$ cat config.mk
export PLATFORM = sky130hd
export DESIGN_NAME = seq_argmax_layer
export DESIGN_NICKNAME = d
export VERILOG_FILES = /design/src/rtl/nn_parameters.sv /design/src/rtl/argmax_update.sv /design/src/rtl/seq_argmax_layer.sv
export SDC_FILE = /design/constraint.sdc
export NUM_CORES = 1
export LEC_CHECK = 0
export CAP_MARGIN = 5
export CORE_MARGIN = 4
export CORE_UTILIZATION = 52
export CTS_CLUSTER_SIZE = 8
export DETAILED_ROUTE_END_ITERATION = 6
export HOLD_SLACK_MARGIN = 0.02
export PLACE_DENSITY = 0.77
export SYNTH_ARGS = -nofsm -noshare
export SYNTH_HDL_FRONTEND = slang
export SYNTH_SLANG_ARGS = --single-unit
export TNS_END_PERCENT = 10
$ cat constraint.sdc
create_clock -name clk -period 6.7 [get_ports clk]
set_input_delay 2.01 -clock clk [delete_from_list [all_inputs] [get_ports clk]]
set_output_delay 2.01 -clock clk [all_outputs]
set_load 0.03 [all_outputs]
$ cat src/rtl/nn_parameters.sv
// Shared parameters for the sequential argmax output layer.
// Defaults match the final network layer (3 classes, 32-bit scores).
package nn_parameters;

  localparam int          NN_NUM_CLASSES   = 3;
  localparam int          NN_DATA_W        = 32;
  localparam int unsigned NN_REJECT_MARGIN = 0;

  typedef enum logic {
    COLLECT = 1'b0,
    EMIT    = 1'b1
  } state_e;

endpackage

$ cat src/rtl/argmax_update.sv
// One step of the running argmax: folds a new score into (best, best_idx, second).
// Purely combinational; ties keep the earlier (lower) index.
module argmax_update #(
  parameter int DATA_W = 32,
  parameter int IDX_W  = 2
) (
  input  logic signed [DATA_W-1:0] best_i,
  input  logic        [IDX_W-1:0]  best_idx_i,
  input  logic signed [DATA_W-1:0] second_i,
  input  logic signed [DATA_W-1:0] score_i,
  input  logic        [IDX_W-1:0]  idx_i,
  output logic signed [DATA_W-1:0] best_o,
  output logic        [IDX_W-1:0]  best_idx_o,
  output logic signed [DATA_W-1:0] second_o
);

  // New winner demotes the old best to runner-up; otherwise only runner-up may move.
  always_comb begin
    best_o     = best_i;
    best_idx_o = best_idx_i;
    second_o   = second_i;
    if (score_i > best_i) begin
      best_o     = score_i;
      best_idx_o = idx_i;
      second_o   = best_i;
    end else if (score_i > second_i) begin
      second_o = score_i;
    end
  end

endmodule

$ cat src/rtl/seq_argmax_layer.sv
// Sequential argmax over a stream of class scores, one class per beat.
// Emits winning class, its score and the margin over the runner-up.
// Optional: define SEQ_ARGMAX_REJECT_EN to report class NUM_CLASSES
// when the margin is below REJECT_MARGIN.
module seq_argmax_layer
  import nn_parameters::*;
#(
  parameter int          NUM_CLASSES   = NN_NUM_CLASSES,
  parameter int          DATA_W        = NN_DATA_W,
  parameter int unsigned REJECT_MARGIN = NN_REJECT_MARGIN,
  localparam int         IDX_W         = $clog2(NUM_CLASSES + 1)
) (
  input  logic                     clk,
  input  logic                     rst,
  input  logic                     in_valid,
  output logic                     in_ready,
  input  logic signed [DATA_W-1:0] in_score,
  output logic                     out_valid,
  input  logic                     out_ready,
  output logic        [IDX_W-1:0]  out_class,
  output logic signed [DATA_W-1:0] out_score,
  output logic        [DATA_W-1:0] out_margin
);

  localparam logic signed [DATA_W-1:0] SMIN = {1'b1, {(DATA_W-1){1'b0}}};
  localparam logic        [IDX_W-1:0]  LAST = IDX_W'(NUM_CLASSES - 1);

  state_e                     state_q, state_d;
  logic        [IDX_W-1:0]    cnt_q, cnt_d;
  logic signed [DATA_W-1:0]   best_q, best_d;
  logic        [IDX_W-1:0]    best_idx_q, best_idx_d;
  logic signed [DATA_W-1:0]   second_q, second_d;
  logic        [IDX_W-1:0]    out_class_q, out_class_d;
  logic signed [DATA_W-1:0]   out_score_q, out_score_d;
  logic        [DATA_W-1:0]   out_margin_q, out_margin_d;

  logic signed [DATA_W-1:0]   ub_best, ub_second, upd_best, upd_second;
  logic        [IDX_W-1:0]    ub_idx, upd_idx, final_class;
  logic        [DATA_W-1:0]   margin_w;

  // Beat 0 starts from an empty tracker so stale frame state never leaks in.
  always_comb begin
    ub_best   = (cnt_q == '0) ? SMIN : best_q;
    ub_idx    = (cnt_q == '0) ? '0   : best_idx_q;
    ub_second = (cnt_q == '0) ? SMIN : second_q;
  end

  argmax_update #(.DATA_W(DATA_W), .IDX_W(IDX_W)) u_upd (
    .best_i     (ub_best),
    .best_idx_i (ub_idx),
    .second_i   (ub_second),
    .score_i    (in_score),
    .idx_i      (cnt_q),
    .best_o     (upd_best),
    .best_idx_o (upd_idx),
    .second_o   (upd_second)
  );

  // Margin taken in DATA_W+1 bits; best >= second so the low DATA_W bits are exact.
  always_comb begin
    margin_w = DATA_W'((DATA_W+1)'(upd_best) - (DATA_W+1)'(upd_second));
`ifdef SEQ_ARGMAX_REJECT_EN
    final_class = ({1'b0, margin_w} < (DATA_W+1)'(REJECT_MARGIN)) ? IDX_W'(NUM_CLASSES)
                                                                 : upd_idx;
`else
    final_class = upd_idx;
`endif
  end

  // FSM: accumulate beats in COLLECT, hold the result in EMIT until taken.
  always_comb begin
    state_d      = state_q;
    cnt_d        = cnt_q;
    best_d       = best_q;
    best_idx_d   = best_idx_q;
    second_d     = second_q;
    out_class_d  = out_class_q;
    out_score_d  = out_score_q;
    out_margin_d = out_margin_q;
    case (state_q)
      COLLECT: begin
        if (in_valid) begin
          best_d     = upd_best;
          best_idx_d = upd_idx;
          second_d   = upd_second;
          if (cnt_q == LAST) begin
            cnt_d        = '0;
            state_d      = EMIT;
            out_class_d  = final_class;
            out_score_d  = upd_best;
            out_margin_d = margin_w;
          end else begin
            cnt_d = cnt_q + 1'b1;
          end
        end
      end
      EMIT: begin
        if (out_ready) begin
          state_d    = COLLECT;
          cnt_d      = '0;
          best_d     = SMIN;
          best_idx_d = '0;
          second_d   = SMIN;
        end
      end
      default: state_d = COLLECT;
    endcase
  end

  // State registers; reset wins over any handshake in the same cycle.
  always_ff @(posedge clk) begin
    if (rst) begin
      state_q      <= COLLECT;
      cnt_q        <= '0;
      best_q       <= SMIN;
      best_idx_q   <= '0;
      second_q     <= SMIN;
      out_class_q  <= '0;
      out_score_q  <= '0;
      out_margin_q <= '0;
    end else begin
      state_q      <= state_d;
      cnt_q        <= cnt_d;
      best_q       <= best_d;
      best_idx_q   <= best_idx_d;
      second_q     <= second_d;
      out_class_q  <= out_class_d;
      out_score_q  <= out_score_d;
      out_margin_q <= out_margin_d;
    end
  end

  assign in_ready   = (state_q == COLLECT);
  assign out_valid  = (state_q == EMIT);
  assign out_class  = out_class_q;
  assign out_score  = out_score_q;
  assign out_margin = out_margin_q;

endmodule

# [Word-level counts from Yosys, hierarchy flattened]
# Cells that the tools add are included.
# Widths: inputs -> output; s select.
[word_totals] register_bits=135 input_bits=36 output_inout_bits=68 elab_cells=41
[classes] addsub=2 magnitude_cmp=2 eq_ne=3 mux=22 n_bitwise=1 reduce_logical=3
[ops] cell="$mux 32" count=8
[ops] cell="$pmux 32 s2" count=2
[ops] cell="$gt 32x32->1" count=2
[ops] cell="$sub 32x32->32" count=1
[ops] cell="$mux 2" count=6
[ops] cell="$pmux 2 s2" count=2
[ops] cell="$ne 2x2->1 const B" count=2
[ops] cell="$mux 1" count=3
[ops] cell="$reduce_and 3->1" count=1
[ops] cell="$add 2x1->2 const B" count=1
[ops] cell="$eq 2x2->1 const B" count=1
[ops] cell="$logic_not 2->1" count=1
[ops] cell="$pmux 1 s2" count=1
[ops] cell="$reduce_and 2->1" count=1
[ops] cell="$not 1->1" count=1

# [Depth between registers and ports, before layout]
[logic_depth] depth_word=7 depth_mapped=35 depth_no_buf=30

# [Hierarchy]
# From an unflattened synthesis, not the netlist that was laid out.
[hier_totals] hier_cells=1180 area_unflattened_um2=9527.9
[modules_own_cells] module="seq_argmax_layer" instances=1 cells_each=839 area_per_inst_um2=6787.8
[modules_own_cells] module="argmax_update" instances=1 cells_each=341 area_per_inst_um2=2740.1

# [Least setup slack after synthesis]
# Ideal clock, no wire load.
[synth_timing] kind="input to register" startpoint="in in_score[31]" endpoint="reg out_margin_q[30], in the netlist out_margin[30]" setup_ns=0.060 t_arrival_ns=6.954 path_slack_ns=-0.313 path_stages=29 cell_sequence="ha_1 > and4_4 > nand3_4 > nor4_4 > o31ai_2 > a31o_2 > nor2_1 > buf_2 > clkbuf_1 > clkbuf_1 > nor2_1 > a31oi_1 > ha_1 > clkbuf_1 > a21o_1 > a21o_1 > a21o_1 > a21o_1 > a21o_1 > a31oi_1 > o21ai_0 > a21oi_1 > nor2b_1 > o21ai_0 > nand2b_1 > a21oi_1 > and4_1 > mux2i_1 > nand2_1"
[synth_via] elab_chain_cells=4 elab_cells_between_ends=6 classes_between="add/sub: 1; order compare: 2; mux: 3"
[synth_rtl] item="start, declared" line="seq_argmax_layer.sv:17" text="input logic signed [DATA_W-1:0] in_score,"
[synth_rtl] item="$gt 32x32->1" line="argmax_update.sv:26" text="end else if (score_i > second_i) begin"
[synth_rtl] item="$mux 32" line="argmax_update.sv:26"
[synth_rtl] item="$mux 32" line="argmax_update.sv:22" text="if (score_i > best_i) begin"
[synth_rtl] item="$sub 32x32->32 *" line="seq_argmax_layer.sv:61" text="margin_w = DATA_W'((DATA_W+1)'(upd_best) - (DATA_W+1)'(upd_second));"
[synth_rtl] item="end signal, assigned" line="seq_argmax_layer.sv:129" text="out_margin_q <= out_margin_d;"
[synth_rtl] item="end, declared" line="seq_argmax_layer.sv:35" text="logic [DATA_W-1:0] out_margin_q, out_margin_d;"
# Mark *: on every way between the ends. The rest lies on a longest branch, timed or not.
# A chain may end at the register's enable or synchronous reset.

# [Worst setup path after layout]
[layout_timing] startpoint="in in_score[3]" endpoint="reg out_margin_q[29], in the netlist out_margin[29]"
[layout_via] elab_cells_between_ends=6 classes_between="add/sub: 1; order compare: 2; mux: 3"
[layout_rtl] item="$gt 32x32->1" line="argmax_update.sv:22"
[layout_rtl] item="$mux 32 *" line="argmax_update.sv:22"
[layout_rtl] item="named net u_upd.best_o[3]" line="argmax_update.sv:12" text="output logic signed [DATA_W-1:0] best_o,"
[layout_rtl] item="$sub 32x32->32 *" line="seq_argmax_layer.sv:61"
# Mark *: on every way through the listed nets, which the timed path passes. The rest lies on a longest branch.

==> metrics.md <==
| Metric | Value |
|---|---|
| Worst-path cell chain | clkdlybuf4s50_1, ha_1, a21oi_1, a21boi_4, o31ai_4, a31o_4, nor2_4, buf_6, buf_4, o21ai_2, ha_2, nand2b_4, o22ai_1, a211oi_1, o211ai_1, a31o_2, o211ai_1, nand4b_1, and3_4, o41ai_4, mux2i_1, a31oi_1 |
| Peak VDD IR | 0.0001980 V |
| Initial Utilization | a little over half |
| First-pass GRT wire length | 51.70 mm |
| Total power draw | 2.721 mW |
| Final core utilization | 74.43% |
| Cells after Synth | around 1.3k |
| Register area share after synthesis | about 28% |
| Total GRT Usage | between 30% and 40% |
| Final Worst Setup Slack | 0.02917 ns |
| Post-Syn Nets | ~1.5k |
| Vias post-DR | 11.26k |
| Crit path from | in_score[3] |
| Power per cell area | approximately 200 nW/um^2 |
| Yosys reg bits | 135 |
| CTS tree | built |
| Antenna Cells | 0 |
| Max_cap viols | 0 |
| Tmin final | roughly 6.7 ns |
| Layout cells sized above 1 | 22.30% |
| Crit. End Element | flop |
| Placed cell area | 12170 sq um |
| Delay of the slowest cell on the worst path | 0.45 ns |
| Synth Cell Area | 9573 sq um |
| Design area | approximately 13000 sq um |
| CP Class | input pin to flop |
| CTS Buf Count | 17 |
| Netlist cell types | 77 |
| Status | finished, violations left |
| Clock Skews | around 0.0078 ns |
| Slew @ Worst Pin | 1.042 ns |
| Final Hold Viols | 0 |
| DR WL/cell | around 19 um |
| # rows | 49 |
| Grt ovf | 0 |
| Vias in the first global route | about 10k |
| Commonest non-fill, non-tap cell in the layout | nor2_1 |
| Mean post-synth cell area | around 7.2 sq um |
| Worst-path clk slew | 0.06 ns |
| 1st-iter DRT viols | approximately 1.3k |
| Critical Path Fanout Max | 5 |
| Pleak | 5.602 nW |
| Root Driver | clkbuf_16 |
| Place WS | -0.6814 ns |
| DRT Pass-1 Iters | 7 |
| Initial antenna violation count | 0 |
| Worst r2r src | cnt_q[0]$_SDFFE_PP0P_ |
| Worst hold path class | flop to flop |
| H-tree depth | 4 |
| Cell mode on critical path | o211ai_1 |
| Critical Path RT | 6.97 ns |
| P&R area growth vs syn | 40.15% |
| Die Ht | 143.7 um |
| Layout Nets | 1731 |
| Routability cong. | just under 1 |
| Number of synthesized flops with an enable pin | 0 |
| Setup violators final | 0 |
| DRC viols | 1 |
| # clock sinks | 135 |
| Synth async-reset ratio | 0% |
| IO Pins | approximately 100 |
| WP buf/inv | 3 |
| Max_slew headroom | 30.27% |
| Arr. time, crit path | a little under 7 ns |
| Violated checks | DRC |
| Port buffer count | between 100 and 150 |
| DPL Wire Length | around 23 mm |
| Clk Latency, worst-skew pair | between 0.4 and 0.5 ns |
| Routed Antenna Nets | 0 |
| Most frequent cells in the layout | nor2_1 (266), buf_4 (231), nand2_1 (158), dfxtp_1 (135), a21oi_1 (133) |
| Post-route clock period utilization | 99.56% |
| Post-CTS Hold Buffers | 0 |
| Die area | 20640 sq um |
| Largest net degree at the start of global routing | 80 |
| Chip width | 143.7 um |
| Detailed Route WL | 34.35 mm |
| Critical Path Slowest Stage Cell | clkdlybuf4s50_1 |
| Fin Hold WS | 0.4510 ns |
| Worst hold path startpoint | out_margin[19]$_SDFFE_PP0P_ |
| Clock buffer depth | 2 |
| Top delay family on crit path | compound AO/OA/AOI/OAI gates |
| Ys Warns | 0 |
| Worst Setup Start Kind | input pin |
| Slew Viols, Final | 0 |
| Number of vias per cell | 6.109 |
| Core area | between 15000 and 20000 sq um |
| Fmax | 149.9 MHz |
| Primary FF master, synth | dfxtp_1 |
## worst min-delay path, stage by stage (launching register included)
cell	delay, ns
dfxtp_1	0.31
nand2_1	0.05
a21oi_1	0.05
## layer usage
layer	vias up	global-route usage (%)	wire, um
met5	-	0	0
met4	0	11.40	1328
met3	136	4.725	3571
met2	712	47.65	14940
met1	5136	43.81	14510
li1	5275	-	-
## cell usage after synthesis, types with 3 or more instances
library cell | count | area share (%)
or2_2 | 3 | 0.20
buf_2 | 6 | 0.31
buf_4 | 3 | 0.24
nor3b_1 | 3 | 0.24
nand4_1 | 16 | 1.0
a211oi_1 | 18 | 1.4
a31o_2 | 5 | 0.46
and3_1 | 8 | 0.52
nor3_1 | 41 | 2.1
or4_1 | 6 | 0.47
nor2b_1 | 9 | 0.59
a21o_1 | 24 | 1.9
a211o_1 | 4 | 0.37
nand2b_1 | 5 | 0.33
o21ai_0 | 57 | 3.0
xor2_1 | 7 | 0.64
a21oi_1 | 139 | 7.3
nor2_1 | 268 | 11
nand2_1 | 159 | 6.2
ha_1 | 92 | 12
a31oi_1 | 44 | 2.9
nand3_1 | 27 | 1.4
mux2i_1 | 8 | 0.84
a41oi_1 | 4 | 0.37
and2_1 | 8 | 0.52
buf_1 | 12 | 0.47
clkbuf_1 | 69 | 2.7
o21a_1 | 4 | 0.31
o211ai_1 | 10 | 0.78
o21bai_1 | 3 | 0.24
xnor2_1 | 18 | 1.6
dfxtp_1 | 135 | 28
inv_1 | 27 | 1.1
a22oi_1 | 34 | 2.7
## worst paths after layout
| check | cells past startpoint | slack [ns] | endpoint |
|---|---|---|---|
| setup / recovery | 22 | 0.03 | out_margin[29]$_SDFFE_PP0P_ |
| hold / removal | 2 | 0.45 | out_margin[19]$_SDFFE_PP0P_ |
| setup reg to reg | 27 | 0.43 | out_margin[29]$_SDFFE_PP0P_ |
| hold reg to reg | 2 | 0.45 | out_margin[19]$_SDFFE_PP0P_ |
## sequential cells by signal, indices dropped and copies added (netlist names)
register    flops
out_valid       1
out_class       2
out_margin     32
best_q         32
cnt_q           2
out_score      32
best_idx_q      2
second_q       32
## per-stage QoR
| stage | setup TNS, ns | std cells |
|---|---|---|
| 6_report | 0 | 1843 |
| 5_1_grt | -0.5583 | 1843 |
| 4_1_cts | 0 | 1830 |
| 3_5_place_dp | -10.04 | 1787 |
| 3_3_place_gp | -9.945 | 1787 |
| 2_1_floorplan | 0 | 1334 |
## kinds of logic after synthesis
group	Yosys count	share of synthesized area (%)
and+or+nand+nor	573	26.14
DFF	135	28.23
adders and majority gates	94	12.23
xor gates and xnor gates	27	2.627
muxes	10	1.098
buffers and inverters	120	4.980
AOI/OAI and AO/OA	375	24.69
## area by class of cell
cell class              instances  area, sq um
flip-flops and latches        135         2703
inverters                      29        108.9
well taps                     229        286.5
clock buffers                  22        454.2
clock inverters                 8        77.57
multi-input cells            1080         6908
fillers                      1333         4608
repair buffers                340         2879
## where the power goes
group	internal (mW)	total (mW)	switching, mW
clock network	0.515	0.882	0.367
registers	0.834	0.854	0.0208
logic	0.439	0.985	0.546
total	1.79	2.72	0.933
## repair_timing
item	in CTS	in global routing
pin swaps	12	52
buffers inserted	12	13
gates resized for setup	20	114
endpoints found under the setup margin	13	24
gates cloned	1	0
hold endpoints to repair	0	0
Note: power is estimated with default switching activity, not from simulation.
